File: config.mk
export PLATFORM = sky130hd
export DESIGN_NAME = hwce_wl_scheduler
export DESIGN_NICKNAME = d
export VERILOG_FILES = /design/src/rtl/hwce_wl_pkg.sv /design/src/rtl/hwce_wl_addr_gen.sv /design/src/rtl/hwce_wl_scheduler.sv
export SDC_FILE = /design/constraint.sdc
export NUM_CORES = 1
export LEC_CHECK = 0
export CORE_AREA = 2 2 111 113
export CTS_CLUSTER_DIAMETER = 100
export CTS_CLUSTER_SIZE = 12
export DETAILED_ROUTE_END_ITERATION = 6
export DIE_AREA = 0 0 113 115
export GPL_ROUTABILITY_DRIVEN = 0
export MAX_ROUTING_LAYER = met4
export PLACE_DENSITY = 0.82
export SYNTH_ARGS = -nofsm -noshare
export SYNTH_HDL_FRONTEND = slang
export SYNTH_SLANG_ARGS = --single-unit
File: constraint.sdc
create_clock -name clk -period 4.6 [get_ports clk]
set_input_delay 1.15 -clock clk [delete_from_list [all_inputs] [get_ports clk]]
set_output_delay 1.15 -clock clk [all_outputs]
set_load 0.05 [all_outputs]
File: src/rtl/hwce_wl_pkg.sv
// -----------------------------------------------------------------------------
// hwce_wl_pkg
// Shared definitions for the HWCE weight-loader scheduler:
//   - default address / weight-set-count widths
//   - sequencer state encoding
// -----------------------------------------------------------------------------
package hwce_wl_pkg;

    localparam int unsigned HWCE_WL_ADDR_WIDTH = 32;
    localparam int unsigned HWCE_WL_NSET_WIDTH = 16;

    typedef enum logic [2:0] {
        ST_IDLE      = 3'd0,
        ST_START     = 3'd1,
        ST_WAIT_LOAD = 3'd2,
        ST_VALID     = 3'd3,
        ST_NEXT      = 3'd4,
        ST_FINISH    = 3'd5
    } wl_state_e;

endpackage

File: src/rtl/hwce_wl_addr_gen.sv
// -----------------------------------------------------------------------------
// hwce_wl_addr_gen
// Holds the current weight-set index and TCDM base address for a job.
//   load_i  : idx <= 0, addr <= base_i, stride latched from stride_i
//   step_i  : idx <= idx + 1, addr <= addr + stride (wraps modulo 2^ADDR_WIDTH)
//   clear_i : synchronous clear of all registers (highest priority)
// Ports:
//   clk, rst_n            clock, asynchronous active-low reset
//   clear_i, load_i, step_i  control strobes
//   base_i, stride_i      job base address and per-set byte stride
//   idx_o, addr_o         registered index and address
// -----------------------------------------------------------------------------
module hwce_wl_addr_gen
    import hwce_wl_pkg::*;
#(
    parameter int unsigned ADDR_WIDTH = HWCE_WL_ADDR_WIDTH,
    parameter int unsigned NSET_WIDTH = HWCE_WL_NSET_WIDTH
) (
    input  logic                  clk,
    input  logic                  rst_n,
    input  logic                  clear_i,
    input  logic                  load_i,
    input  logic                  step_i,
    input  logic [ADDR_WIDTH-1:0] base_i,
    input  logic [ADDR_WIDTH-1:0] stride_i,
    output logic [NSET_WIDTH-1:0] idx_o,
    output logic [ADDR_WIDTH-1:0] addr_o
);

    logic [NSET_WIDTH-1:0] idx_q, idx_d;
    logic [ADDR_WIDTH-1:0] addr_q, addr_d;
    logic [ADDR_WIDTH-1:0] stride_q, stride_d;

    // Next-value selection: clear, then load, then step, otherwise hold.
    always_comb begin
        idx_d    = idx_q;
        addr_d   = addr_q;
        stride_d = stride_q;
        if (clear_i) begin
            idx_d    = {NSET_WIDTH{1'b0}};
            addr_d   = {ADDR_WIDTH{1'b0}};
            stride_d = {ADDR_WIDTH{1'b0}};
        end else if (load_i) begin
            idx_d    = {NSET_WIDTH{1'b0}};
            addr_d   = base_i;
            stride_d = stride_i;
        end else if (step_i) begin
            idx_d  = idx_q + {{(NSET_WIDTH-1){1'b0}}, 1'b1};
            // Unsigned add truncated to ADDR_WIDTH: wraps silently.
            addr_d = addr_q + stride_q;
        end else begin
            idx_d    = idx_q;
            addr_d   = addr_q;
            stride_d = stride_q;
        end
    end

    // Index / address / stride registers.
    always_ff @(posedge clk or negedge rst_n) begin
        if (!rst_n) begin
            idx_q    <= {NSET_WIDTH{1'b0}};
            addr_q   <= {ADDR_WIDTH{1'b0}};
            stride_q <= {ADDR_WIDTH{1'b0}};
        end else begin
            idx_q    <= idx_d;
            addr_q   <= addr_d;
            stride_q <= stride_d;
        end
    end

    assign idx_o  = idx_q;
    assign addr_o = addr_q;

endmodule

File: src/rtl/hwce_wl_scheduler.sv
// -----------------------------------------------------------------------------
// hwce_wl_scheduler
// Job-level sequencer for the HWCE weight loader. For each of n_wsets_i weight
// sets it pulses the loader start with the set's TCDM base address, waits for
// loader done, presents the set to the engine (wset_valid_o) and waits for the
// engine release before moving to the next set. job_done_o pulses at the end.
//
// Optional feature macro: HWCE_WL_SCHED_TIMEOUT_EN
//   defined   : loader-done watchdog of TIMEOUT_CYCLES cycles in WAIT_LOAD;
//               on expiry error_o is set (sticky) and the job finishes.
//   undefined : no watchdog, WAIT_LOAD waits forever, error_o tied to 0.
//
// Ports:
//   clk, rst_n         clock, asynchronous active-low reset
//   job_start_i        job start pulse (accepted only in IDLE)
//   clear_i            synchronous abort, highest priority
//   n_wsets_i, base_addr_i, wset_stride_i   job parameters, latched at start
//   wl_start_o, wl_base_addr_o, wl_done_i   weight loader handshake
//   wset_valid_o, wset_idx_o, wset_release_i  engine handshake
//   busy_o, job_done_o, error_o             status
// -----------------------------------------------------------------------------
module hwce_wl_scheduler
    import hwce_wl_pkg::*;
#(
    parameter int unsigned ADDR_WIDTH     = HWCE_WL_ADDR_WIDTH,
    parameter int unsigned NSET_WIDTH     = HWCE_WL_NSET_WIDTH,
    parameter int unsigned TIMEOUT_CYCLES = 1024
) (
    input  logic                  clk,
    input  logic                  rst_n,
    input  logic                  job_start_i,
    input  logic                  clear_i,
    input  logic [NSET_WIDTH-1:0] n_wsets_i,
    input  logic [ADDR_WIDTH-1:0] base_addr_i,
    input  logic [ADDR_WIDTH-1:0] wset_stride_i,
    output logic                  wl_start_o,
    output logic [ADDR_WIDTH-1:0] wl_base_addr_o,
    input  logic                  wl_done_i,
    output logic                  wset_valid_o,
    output logic [NSET_WIDTH-1:0] wset_idx_o,
    input  logic                  wset_release_i,
    output logic                  busy_o,
    output logic                  job_done_o,
    output logic                  error_o
);

    wl_state_e             state_q, state_d;
    logic                  wl_start_q, wl_start_d;
    logic                  wset_valid_q, wset_valid_d;
    logic                  busy_q, busy_d;
    logic                  job_done_q, job_done_d;
    logic [NSET_WIDTH-1:0] n_wsets_q, n_wsets_d;

    logic                  load_s;
    logic                  step_s;
    logic                  timeout_s;
    logic                  last_set_s;
    logic [NSET_WIDTH-1:0] idx_s;
    logic [ADDR_WIDTH-1:0] addr_s;

    hwce_wl_addr_gen #(
        .ADDR_WIDTH (ADDR_WIDTH),
        .NSET_WIDTH (NSET_WIDTH)
    ) u_addr_gen (
        .clk      (clk),
        .rst_n    (rst_n),
        .clear_i  (clear_i),
        .load_i   (load_s),
        .step_i   (step_s),
        .base_i   (base_addr_i),
        .stride_i (wset_stride_i),
        .idx_o    (idx_s),
        .addr_o   (addr_s)
    );

    // Current set is the last one of the job.
    assign last_set_s = (idx_s == (n_wsets_q - {{(NSET_WIDTH-1){1'b0}}, 1'b1}));

`ifdef HWCE_WL_SCHED_TIMEOUT_EN
    localparam int unsigned CNT_W = (TIMEOUT_CYCLES > 1) ? $clog2(TIMEOUT_CYCLES) : 1;
    localparam logic [CNT_W-1:0] CNT_LAST = CNT_W'(TIMEOUT_CYCLES - 1);

    logic [CNT_W-1:0] cnt_q, cnt_d;
    logic             error_q, error_d;

    // Watchdog counter: counts cycles spent in WAIT_LOAD, restarts elsewhere.
    always_comb begin
        cnt_d     = cnt_q;
        timeout_s = 1'b0;
        if (clear_i) begin
            cnt_d = {CNT_W{1'b0}};
        end else if (state_q == ST_WAIT_LOAD) begin
            timeout_s = (cnt_q == CNT_LAST);
            cnt_d     = cnt_q + {{(CNT_W-1){1'b0}}, 1'b1};
        end else begin
            cnt_d = {CNT_W{1'b0}};
        end
    end

    // Sticky error: set on watchdog expiry, cleared by abort or a new job.
    always_comb begin
        error_d = error_q;
        if (clear_i) begin
            error_d = 1'b0;
        end else if (load_s) begin
            error_d = 1'b0;
        end else if (timeout_s && !wl_done_i) begin
            error_d = 1'b1;
        end else begin
            error_d = error_q;
        end
    end

    // Watchdog counter and error flag registers.
    always_ff @(posedge clk or negedge rst_n) begin
        if (!rst_n) begin
            cnt_q   <= {CNT_W{1'b0}};
            error_q <= 1'b0;
        end else begin
            cnt_q   <= cnt_d;
            error_q <= error_d;
        end
    end

    assign error_o = error_q;
`else
    assign timeout_s = 1'b0;
    assign error_o   = 1'b0;
`endif

    // Sequencer next-state and next-output logic. Outputs are computed for the
    // state being entered so that they are registered and aligned with it.
    always_comb begin
        state_d      = state_q;
        wl_start_d   = 1'b0;
        wset_valid_d = 1'b0;
        job_done_d   = 1'b0;
        n_wsets_d    = n_wsets_q;
        load_s       = 1'b0;
        step_s       = 1'b0;
        if (clear_i) begin
            state_d = ST_IDLE;
        end else begin
            case (state_q)
                ST_IDLE: begin
                    if (job_start_i) begin
                        load_s    = 1'b1;
                        n_wsets_d = n_wsets_i;
                        if (n_wsets_i == {NSET_WIDTH{1'b0}}) begin
                            state_d = ST_FINISH;
                        end else begin
                            state_d    = ST_START;
                            wl_start_d = 1'b1;
                        end
                    end else begin
                        state_d = ST_IDLE;
                    end
                end
                ST_START: begin
                    state_d = ST_WAIT_LOAD;
                end
                ST_WAIT_LOAD: begin
                    if (wl_done_i) begin
                        state_d      = ST_VALID;
                        wset_valid_d = 1'b1;
                    end else if (timeout_s) begin
                        state_d = ST_FINISH;
                    end else begin
                        state_d = ST_WAIT_LOAD;
                    end
                end
                ST_VALID: begin
                    if (wset_release_i) begin
                        state_d = last_set_s ? ST_FINISH : ST_NEXT;
                    end else begin
                        state_d      = ST_VALID;
                        wset_valid_d = 1'b1;
                    end
                end
                ST_NEXT: begin
                    step_s     = 1'b1;
                    state_d    = ST_START;
                    wl_start_d = 1'b1;
                end
                ST_FINISH: begin
                    // Pulse lands in the cycle after FINISH.
                    job_done_d = 1'b1;
                    state_d    = ST_IDLE;
                end
                default: begin
                    state_d = ST_IDLE;
                end
            endcase
        end
        busy_d = (state_d != ST_IDLE);
    end

    // Sequencer state and registered outputs.
    always_ff @(posedge clk or negedge rst_n) begin
        if (!rst_n) begin
            state_q      <= ST_IDLE;
            wl_start_q   <= 1'b0;
            wset_valid_q <= 1'b0;
            busy_q       <= 1'b0;
            job_done_q   <= 1'b0;
            n_wsets_q    <= {NSET_WIDTH{1'b0}};
        end else begin
            state_q      <= state_d;
            wl_start_q   <= wl_start_d;
            wset_valid_q <= wset_valid_d;
            busy_q       <= busy_d;
            job_done_q   <= job_done_d;
            n_wsets_q    <= n_wsets_d;
        end
    end

    assign wl_start_o     = wl_start_q;
    assign wl_base_addr_o = addr_s;
    assign wset_valid_o   = wset_valid_q;
    assign wset_idx_o     = idx_s;
    assign busy_o         = busy_q;
    assign job_done_o     = job_done_q;

endmodule

==> reports/metrics.cfg <==
[global_route]
antenna_found_initial=0
gr-usage-all-layers=0.292
first_global_vias=6217
grt-ovfl-total=0
grt_pass1_wl_microns=29700
grt_max_degree=61

[setup_path]
crit_arrival_ps=3700
path_buf_inv=0
path_max_fanout=7
slowest_delay_ps=600
worstSetupPathType=reg -> reg
worstPathRequired_ps=4880
crit_family=compound AO/OA/AOI/OAI gates
crit_chain=ha_1 > nand4_1 > or2_2 > a2111oi_0 > o21ai_0 > a21oi_1 > o221ai_1 > xor2_1 > or3_1 > a31oi_1
endpoint_kind=flop
critPathSlowestCell=a2111oi_0
start_kind=flop

[finish]
syn_to_final_growth_pct=27.6
drive_above_1_share=0.0604
fin_nets=992
n_antenna_cell=0
final_common_cell=clkdlybuf4s50_1
final_cells=1024
final_cell_mix=clkdlybuf4s50_1, nand2_1, dfrtp_1
fin_util=0.697

[place]
hpwl_microns=13000
post-place-ws_ps=1210
io_buffers=137
place_inst=1008

[clock_tree]
path_clk_slew_ps=80
cts.sinks=103
cts_tree=built
clockBufferDepth=2
post_cts_buffers=0
htree_levels=3
clockRootBuffer=clkbuf_16
numCtsBuffers=9
cts_hold_buf=0
clk_latency_ps=350
cts_resized=0

[routing]
vias_per_cell=6.05
dr.pass1.iters=7
drt_iter0_drc=393
wl_per_cell_microns=17.6
drc_errors=4
vias=6193
ant_nets=0
wirelength_microns=18000

[yosys]
synth-seq-cells=103
synthCells=750
yosysTopAreaCell=dfrtp_1
netlist.area_leader.share=0.399
syn_nets=870
synth_edf_count=0
netlist_area_sq_um=6460
yosysSeqAreaShare=0.399
yosysWarnings=0
ys_top_cells_by_area=dfrtp_1, nand2_1, a21oi_1
synthArstFlopShare=1.00
synth_cell_types=64
ys.flop_type=dfrtp_1
avgSynthCellArea_sq_um=8.61

[pwr]
switching_share=0.364
cellLeakagePower_nw=3.49
p_switching_mw=1.01
power_mw=2.78
seq_power_share=0.399
clkPwrFrac=0.272
power.internal_mw=1.77
irDropWorstVdd_mv=0.172
combPwrFrac=0.328
power_density_nw_per_um2=337

[floorplanning]
ios=139
floorplan.initialDensity=0.547
die_w_microns=113
coreArea_sq_um=11800
num_rows=40
die_area_sq_um=13000
die_h_microns=115

[timing]
fin_ws_ps=1180
finalCritPeriodShare=0.743
tightest_slew_ps=807
finalCriticalPeriod_ps=3420
max_slew_margin=0.461
finalHoldViolCount=0
grt_setup_unrepaired=no
finalMaxSlewViolations=0
max_freq_ghz=0.292
setup_viol=0
setup-tns-final_ps=0
finalClockSkew_ps=12.8

[hold_path]
hold_path_class=reg -> reg

[run_status]
status=finished, violations left
violations=DRC

[flow_run]
max-cap-violations=0

cell usage after synthesis, types with 2 or more instances:
library cell and n:
o21bai_1 3, buf_1 2, o21a_1 7, inv_1 14
a21o_1 13, or4_1 3, nor2b_1 9, nand3_1 14
or3_1 10, o32ai_1 2, nor3b_1 3, nor3_1 11
clkbuf_1 32, nand2_1 120, a211o_1 2, o211a_1 3
ha_1 33, o21ai_0 47, dfrtp_1 103, a211oi_1 10
xor2_1 20, nor4b_1 2, a21oi_1 89, o221ai_1 8
and2_1 3, a311oi_1 8, and3_1 6, nand3b_1 3
or2_2 3, nand2b_1 2, o211ai_1 2, nor4_1 7
mux2_2 14, nor2_1 64, a31oi_1 9, xnor2_1 30
nand4_1 6, a2111oi_0 2, o22ai_1 3, o31ai_1 4
power by group through the flow:
stage / Combinational, mW / Sequential (mW) / Clock, mW
6_report: 0.912 / 1.11 / 0.756
5_1_grt: 0.993 / 1.12 / 0.803
4_1_cts: 0.908 / 1.11 / 0.758
3_3_place_gp: 0.872 / 1.12 / 0
2_1_floorplan: 0.485 / 1.22 / 0
3_5_place_dp: 0.896 / 1.12 / 0
final cells by class:
type | instances | area, sq um
clock inverters | 6 | 51.3
repair buffers | 147 | 1440
clock buffers | 10 | 239
fillers | 930 | 3570
inverters | 14 | 52.6
flip-flops and latches | 103 | 2580
multi-input cells | 597 | 3690
well taps | 147 | 184
kinds of logic after synthesis:
logic type               Yosys count  synth area share
other                              1          0.000581
AO/OA/AOI/OAI                    223             0.212
adder cells (fa/ha/maj)           34            0.0670
buffers and inverters             50            0.0298
multiplexers                      15            0.0260
XOR/XNOR                          50            0.0678
AND/OR/NAND/NOR                  274             0.197
flip-flops                       103             0.399
flip-flops by register name, summed over array words and instances (netlist names):
name and flops:
u_addr_gen.idx_o 16, wset_valid_o 1, u_addr_gen.stride_q 32, u_addr_gen.addr_o 32
wl_start_o 1, n_wsets_q 16, busy_o 1, state_q 3
job_done_o 1
through the flow:
stage | hold WS (ps) | area (sq um)
after CTS | 534 | 8240
after detailed placement | 524 | 7950
after floorplan | 502 | 6460
after global routing | 558 | 8240
final | 534 | 8240
after global placement | 518 | 7950
per-layer routing:
metal,track usage,vias up,part of all wire
met4,0.121,0,0.031
met1,0.364,2975,0.42
li1,-,2929,-
met3,0.0443,44,0.061
met2,0.479,245,0.49
met5,-,-,0
worst paths after layout:
| kind | start | to | slack, ps | depth (start not counted) |
|---|---|---|---|---|
| max | u_addr_gen.addr_o[12] | u_addr_gen.addr_o[31] | 1180 | 10 |
| min | u_addr_gen.stride_q[7] | u_addr_gen.stride_q[7] | 530 | 2 |
| max reg2reg | u_addr_gen.addr_o[12] | u_addr_gen.addr_o[31] | 1180 | 10 |
| min reg2reg | u_addr_gen.stride_q[7] | u_addr_gen.stride_q[7] | 530 | 2 |
| max in group asynchronous | rst_n | u_addr_gen.addr_o[13] | 2940 | 2 |
| min in group asynchronous | rst_n | u_addr_gen.stride_q[1] | 740 | 1 |
worst reg2reg max path, cell delays in order (launching register included):
cell	delay (ps)
dfrtp_1	400
ha_1	410
nand4_1	190
or2_2	360
a2111oi_0	600
o21ai_0	310
a21oi_1	260
o221ai_1	190
xor2_1	180
or3_1	310
a31oi_1	130
Power figures use the tool's default switching activity.
